## config.mk

```make
export PLATFORM = sky130hd
export DESIGN_NAME = md_issue_ctrl
export DESIGN_NICKNAME = d
export VERILOG_FILES = /design/src/rtl/md_issue_ctrl.sv
export SDC_FILE = /design/constraint.sdc
export NUM_CORES = 1
export LEC_CHECK = 0
export ABC_AREA = 0
export CAP_MARGIN = 20
export CORE_MARGIN = 2
export CORE_UTILIZATION = 42
export CTS_CLUSTER_DIAMETER = 200
export DETAILED_ROUTE_END_ITERATION = 8
export PLACE_DENSITY_LB_ADDON = 0.25
export SLEW_MARGIN = 20
export SYNTH_ARGS = -nofsm -noshare
export SYNTH_HDL_FRONTEND = slang
export SYNTH_SLANG_ARGS = --single-unit
```

## constraint.sdc

```tcl
create_clock -name clk -period 4.49 [get_ports clk]
set_input_delay 0.6735 -clock clk [delete_from_list [all_inputs] [get_ports clk]]
set_output_delay 0.6735 -clock clk [all_outputs]
set_load 0.1 [all_outputs]
```

## src/rtl/md_issue_ctrl.sv

```systemverilog
// Multiply/divide issue controller: classifies HI/LO-unit instructions in D, stalls as
// needed, launches commands to the mult/div responder, supervises its busy handshake.
module md_issue_ctrl #(
  parameter int unsigned MAX_WAIT = 16
) (
  input  logic        clk,
  input  logic        reset,
  input  logic        instr_vld,
  input  logic [5:0]  instr_op,
  input  logic [31:0] rs_val,
  input  logic [31:0] rt_val,
  input  logic        Req,
  output logic        stall,
  output logic        start,
  output logic [5:0]  mdu_op,
  output logic [31:0] mdu_num1,
  output logic [31:0] mdu_num2,
  input  logic        busy,
  input  logic [31:0] hi,
  input  logic [31:0] lo,
  output logic        rd_vld,
  output logic [31:0] rd_data,
  output logic        proto_err
);

  localparam int CW = $clog2(MAX_WAIT + 1);

  typedef enum logic [1:0] {S_IDLE, S_ISSUE, S_WAIT, S_READ} state_t;

  state_t        r_state, w_next;
  logic [5:0]    r_op;
  logic [31:0]   r_num1, r_num2;
  logic [CW-1:0] r_cnt;

  logic w_md, w_mt, w_mf, w_cls, w_accept, w_r_md;
  logic w_wait_first, w_wait_max;

  assign w_md     = (instr_op >= 6'h18) && (instr_op <= 6'h1B);
  assign w_mt     = (instr_op == 6'h11) || (instr_op == 6'h13);
  assign w_mf     = (instr_op == 6'h10) || (instr_op == 6'h12);
  assign w_cls    = w_md || w_mt || w_mf;
  assign w_accept = instr_vld && w_cls && (r_state == S_IDLE) && !busy && !Req;
  assign stall    = instr_vld && w_cls && !w_accept;

  assign w_r_md       = (r_op >= 6'h18) && (r_op <= 6'h1B);
  assign w_wait_first = (r_cnt == CW'(1));
  assign w_wait_max   = (r_cnt == CW'(MAX_WAIT));

  always_ff @(posedge clk or posedge reset) begin
    if (reset) r_state <= S_IDLE;
    else       r_state <= w_next;
  end

  always_comb begin
    w_next = r_state;
    unique case (r_state)
      S_IDLE: begin
        if (w_accept) w_next = w_mf ? S_READ : S_ISSUE;
      end
      S_ISSUE: begin
        w_next = (w_r_md && !Req) ? S_WAIT : S_IDLE;
      end
      S_WAIT: begin
        // Req is deliberately ignored here: once launched the operation is committed
        if (!busy || w_wait_max) w_next = S_IDLE;
      end
      S_READ: w_next = S_IDLE;
      default: w_next = S_IDLE;
    endcase
  end

  always_comb begin
    start    = 1'b0;
    mdu_op   = '0;
    mdu_num1 = '0;
    mdu_num2 = '0;
    if (r_state == S_ISSUE) begin
      mdu_num1 = r_num1;
      mdu_num2 = r_num2;
      if (!Req) begin
        mdu_op = r_op;
        start  = w_r_md;
      end
    end
  end

  always_ff @(posedge clk or posedge reset) begin
    if (reset) begin
      r_op   <= '0;
      r_num1 <= '0;
      r_num2 <= '0;
    end else if (w_accept) begin
      r_op   <= instr_op;
      r_num1 <= rs_val;
      r_num2 <= rt_val;
    end
  end

  // Counter reads 1 in the first WAIT cycle so it directly equals WAIT cycles elapsed
  always_ff @(posedge clk or posedge reset) begin
    if (reset) begin
      r_cnt <= '0;
    end else if (r_state == S_ISSUE && w_next == S_WAIT) begin
      r_cnt <= CW'(1);
    end else if (r_state == S_WAIT && w_next == S_WAIT) begin
      r_cnt <= r_cnt + CW'(1);
    end else begin
      r_cnt <= '0;
    end
  end

  always_ff @(posedge clk or posedge reset) begin
    if (reset) begin
      proto_err <= 1'b0;
    end else if (r_state == S_WAIT) begin
      if ((!busy && w_wait_first) || (busy && w_wait_max)) proto_err <= 1'b1;
    end
  end

  always_ff @(posedge clk or posedge reset) begin
    if (reset) begin
      rd_vld  <= 1'b0;
      rd_data <= '0;
    end else begin
      rd_vld <= (r_state == S_READ);
      if (r_state == S_READ) rd_data <= (r_op == 6'h10) ? hi : lo;
    end
  end

endmodule

```

==> flow_summary_export.csv, run 1 <==
group,metric,value,unit
min_path,hold_class,"reg2reg",
critical_path,crit_type,"in2out",
die,die_h,117,um
timing,setup_tns,0,ps
min_path,hp-start,"proto_err",
cells_and_area,finish.instance_area,0.00801,mm2
place,dp.cells,842,
clocking,clockBufferDepth,2,
cells_and_area,layout_common_cells,"clkdlybuf4s50_1, dfrtp_1, buf_4, and2_1, mux2_4",
clocking,clock_latency,340,ps
timing,hold_ws,490,ps
global_route,grt_pass1_wl,21800,um
yosys,ys_async_sr_fraction,100,%
place,place_congestion,0.792,
global_route,grt_max_degree,66,
critical_path,timing.rr.end,"r_num1[6]",
cells_and_area,antenna_cells,0,
clocking,root_buffer,"clkbuf_16",
clocking,clk_pin_slew,70,ps
yosys,synth_warnings,0,
global_route,antenna_found_initial,0,
timing,fmax,300,MHz
die,pin_count,245,
detailed_routing,vias,4319,
clocking,post_cts_resized,0,
cells_and_area,drive_above_1_share,24.4,%
critical_path,r2r_start,"r_state[1]",
cells_and_area,final_nets,824,
global_route,gr-usage-all-layers,20.5,%
detailed_routing,post_drt_wl_per_cell,16.5,um
critical_path,cp.required,3820,ps
place,dp_hpwl,10200,um
cells_and_area,final_util,64.0,%
critical_path,r2r_slack,2320,ps
detailed_routing,route.detailed.drc,0,
yosys,syn_area,0.00535,mm2
die,die_x,117,um
yosys,postSynthCellCount,453,
critical_path,worstPathMaxFanout,4,
min_path,holdPathStages,1,
run_status,outcome,"finished clean",
run,maxCapViolCount,0,
power_and_ir_drop,ir_drop,0.000158,V
detailed_routing,post_drt_via_cell_ratio,5.04,
yosys,ys_seq_area_share,52.0,%
yosys,ys_seq_elements,111,
clocking,htree_levels,3,
timing,relSlewSlack,32.0,%
power_and_ir_drop,leakage,3.70,nW
critical_path,endpoint_kind,"output pin",
yosys,ys.flop_type,"dfrtp_1",
timing,maxSlewViolCount,0,
detailed_routing,ant_nets,0,
cells_and_area,final_common_cell,"clkdlybuf4s50_1",
detailed_routing,finalWirelength,14200,um
timing,min_period_over_period,74.2,%
critical_path,cp-start-kind,"primary input",
critical_path,worstPathArrival,2660,ps
die,rows,41,
timing,setup_viol,0,
clocking,cts_tree,"done",
die,start_util,42.7,%
timing,worst-slew-pin-transition,1020,ps
timing,min_period,3330,ps
detailed_routing,firstDrtPassIters,4,
place,io_buffers,244,
yosys,avgSynthCellArea,11.8,um2
clocking,cts_sinks,111,
cells_and_area,fin_cells,857,
power_and_ir_drop,p_per_area,309,mW/mm2
min_path,min_to,"proto_err",
cells_and_area,area_delta_synth_final,49.8,%
global_route,grt_pass1_vias,4328,
detailed_routing,drt_iter0_drc,237,
critical_path,critPathLaunch,"busy",
timing,finalHoldViolCount,0,
die,core_area,0.0125,mm2
timing,rsz0062_at_grt,"false",
yosys,ys_types,31,
yosys,synth_edf_count,0,
critical_path,timing.reg2reg.worst_path_depth,4,
die,dieArea,0.0136,mm2
clocking,holdBufCountCts,0,
timing,fin_skew,3.62,ps
clocking,numCtsBuffers,9,
yosys,synthesis.nets,595,
global_route,grt_overflow,0,
clocking,post-cts-setup-buffer-count,0,
place,placed_area,0.00772,mm2
routing by layer:
layer	GRT usage [%]	share of wire, %	up-vias
met3	6.59	10	15
met2	33.5	46	214
met1	25.9	42	2081
met5	0	0	-
li1	-	-	2009
met4	6.82	1.5	0
cell families after synthesis:
| family | Yosys count | synth area share [%] |
|---|---|---|
| compound gates | 70 | 7.51 |
| simple gates | 160 | 16.9 |
| flops | 111 | 52.0 |
| fa+ha+maj | 3 | 0.702 |
| mux | 67 | 18.7 |
| buf+inv | 39 | 3.79 |
| xor+xnor | 3 | 0.492 |
cell type report:
class	instances	area, um2
Clock buffer	13	260
Clock inverter	1	5.00
Fill cell	1015	4510
Inverter	6	25.0
Multi-Input combinational cell	303	2390
Sequential cell	111	2780
Tap cell	172	215
Timing Repair Buffer	251	2340
critical path, cell delays in order:
cell and delay [ps]:
clkdlybuf4s50_1 490, nor4_4 310, and2b_1 220, clkdlybuf4s50_1 960
through the flow:
| stage | worst slack (ps) | total power [W] |
|---|---|---|
| 6_report | 1160 | 0.00248 |
| 2_1_floorplan | 886 | 0.00153 |
| 3_5_place_dp | 1160 | 0.00175 |
| 3_3_place_gp | 1170 | 0.00173 |
| 4_1_cts | 1160 | 0.00250 |
| 5_1_grt | 1090 | 0.00259 |
synth_stat cells (all sizes together), types with 3 or more instances:
| library cell | number | area (um2) |
|---|---|---|
| mux2 | 67 | 998 |
| ha | 3 | 37.5 |
| dfrtp | 111 | 2780 |
| and2 | 73 | 457 |
| inv | 6 | 22.5 |
| nand3 | 36 | 180 |
| buf | 11 | 97.6 |
| a31oi | 32 | 200 |
| nor2 | 37 | 139 |
| clkbuf | 22 | 82.6 |
| o21ai | 33 | 165 |
report_power, final:
part | total, W | leakage [nW] | internal [W] | switching [W]
Combinational | 0.000544 | 2.27 | 0.000311 | 0.000233
Sequential | 0.00119 | 1.30 | 0.00112 | 0.0000707
Clock | 0.000742 | 0.132 | 0.000401 | 0.000342
Total | 0.00248 | 3.70 | 0.00183 | 0.000645
sequential cells by signal, indices dropped and copies added (netlist names):
name and flops:
proto_err 1, r_op 6, r_cnt 5, rd_vld 1
r_num1 32, rd_data 32, r_state 2, r_num2 32
how the worst max path moves through the flow:
stage,end,slack (ps),cells past startpoint
floorplan,proto_err,890,1
detailed placement,stall,1160,4
global placement,stall,1170,4
finish,stall,1160,4
global route,stall,1090,4
CTS,stall,1160,4
No activity file was read; power rests on OpenSTA's default activity.
==> run 2, diff against run 1 <==
CORE_UTILIZATION = 38   (was 42)
clock period = 2.98 ns   (was 4.49 ns; I/O delays follow)
==> flow_summary_export.csv, run 2 (same netlist as run 1, synthesis figures left out) <==
group,metric,value,unit
detailed_routing,ant_nets,0,
detailed_routing,finalWirelength,14500,um
die,die_h,123,um
place,dp_hpwl,10700,um
timing,setup_viol,0,
cells_and_area,area_delta_synth_final,67.5,%
power_and_ir_drop,p_per_area,449,mW/mm2
critical_path,timing.rr.end,"r_num1[9]",
clocking,post_cts_resized,0,
cells_and_area,seq_area,0.00278,mm2
timing,min_period_over_period,82.1,%
critical_path,worstPathMaxFanout,57,
die,start_util,38.7,%
global_route,antenna_found_initial,0,
detailed_routing,post_drt_via_cell_ratio,4.91,
clocking,clockBufferDepth,2,
min_path,hp-start,"proto_err",
die,dieArea,0.0150,mm2
detailed_routing,vias,4267,
die,rows,43,
detailed_routing,route.detailed.drc,0,
timing,rsz0062_at_grt,"false",
detailed_routing,post_drt_wl_per_cell,16.7,um
clocking,clk_pin_slew,70,ps
cells_and_area,final_common_cell,"clkdlybuf4s50_1",
cells_and_area,final_nets,827,
cells_and_area,finish.instance_area,0.00895,mm2
timing,finalHoldViolCount,0,
place,io_buffers,244,
critical_path,cp.required,2530,ps
clocking,root_buffer,"clkbuf_16",
min_path,hold_class,"reg2reg",
run_status,outcome,"finished clean",
critical_path,r2r_start,"r_state[1]",
clocking,numCtsBuffers,9,
critical_path,crit_type,"reg2out",
detailed_routing,drt_iter0_drc,231,
die,die_x,123,um
timing,fmax,409,MHz
cells_and_area,drive_above_1_share,30.2,%
run,maxCapViolCount,0,
clocking,cts_sinks,111,
cells_and_area,n_fill_cell,1032,
critical_path,cp-start-kind,"flip-flop",
cells_and_area,layout_common_cells,"clkdlybuf4s50_1, dfrtp_1, buf_12, and2_1, mux2_4",
cells_and_area,antenna_cells,0,
global_route,grt_overflow,0,
place,place_congestion,0.809,
cells_and_area,multi_input_area,0.00239,mm2
clocking,cts_tree,"done",
clocking,clock_latency,350,ps
die,core_area,0.0138,mm2
clocking,holdBufCountCts,0,
global_route,gr-usage-all-layers,19.8,%
timing,fin_skew,7.59,ps
cells_and_area,reg_top3,"r_num1 x32, r_num2 x32, rd_data x32",
timing,setup_tns,0,ps
timing,hold_ws,471,ps
detailed_routing,firstDrtPassIters,4,
timing,relSlewSlack,36.1,%
critical_path,r2r_slack,1020,ps
global_route,grt_max_degree,66,
clocking,htree_levels,3,
place,placed_area,0.00861,mm2
timing,maxSlewViolCount,0,
power_and_ir_drop,leakage,3.95,nW
die,pin_count,245,
global_route,grt_pass1_wl,22800,um
min_path,min_to,"proto_err",
clocking,post-cts-setup-buffer-count,0,
critical_path,timing.reg2reg.worst_path_depth,4,
timing,min_period,2450,ps
critical_path,worstPathArrival,2000,ps
timing,worst-slew-pin-transition,959,ps
power_and_ir_drop,ir_drop,0.000410,V
global_route,grt_pass1_vias,4443,
critical_path,endpoint_kind,"output pin",
min_path,holdPathStages,1,
cells_and_area,final_util,64.8,%
-- run 2: changes by cell type in the layout (fill, tap and decap cells not counted) --
cell	change
buf_12	+74
buf_4	-35
clkdlybuf4s50_1	-35
bufinv_16	+3
clkbuf_1	-2
clkinvlp_4	+2
buf_8	-1
clkbuf_8	-1
clkinv_2	-1
clkinv_4	+1
inv_4	-1
-- run 2: worst max-delay path by stage --
stage	start	end	slack, ps	cells after the start
after floorplan	r_state[0]	mdu_num1[10]	820	4
after global placement	busy	r_num1[9]	610	5
after detailed placement	busy	r_num1[9]	590	5
after CTS	r_state[0]	mdu_num1[27]	490	4
after global routing	r_state[0]	mdu_num2[16]	370	4
final	r_state[0]	mdu_num1[15]	530	4
-- run 2: routing by layer --
metal	GRT usage, %	wire (um)	vias to the layer above
li1	-	-	2021
met4	5.68	278	0
met3	8.04	1170	18
met2	32.6	7220	161
met1	23.8	5820	2067
met5	0	0	-
-- run 2: area by class of cell --
type | instances | share of cell area (%)
Sequential cell | 111 | 31.0
Tap cell | 180 | 2.52
Clock inverter | 5 | 1.19
Multi-Input combinational cell | 303 | 26.7
Clock buffer | 10 | 2.67
Timing Repair Buffer | 254 | 35.6
Inverter | 6 | 0.293
-- run 2: power breakdown --
part | total, W | internal (W) | switching [W]
Sequential | 0.00179 | 0.00169 | 0.000102
Clock | 0.00139 | 0.000842 | 0.000550
Combinational | 0.000834 | 0.000480 | 0.000354
-- run 2: critical path, stage by stage, from the launching register on --
cell     delay [ps]
dfrtp_1         450
nor2b_4         300
buf_4           430
and2_1          260
buf_12          190
-- run 2: stage by stage --
step | cells | worst slack (ps) | total power [W]
floorplan | 453 | 819 | 0.00231
global placement | 854 | 611 | 0.00262
detailed placement | 854 | 589 | 0.00265
CTS | 869 | 492 | 0.00406
global route | 869 | 367 | 0.00419
finish | 869 | 533 | 0.00402
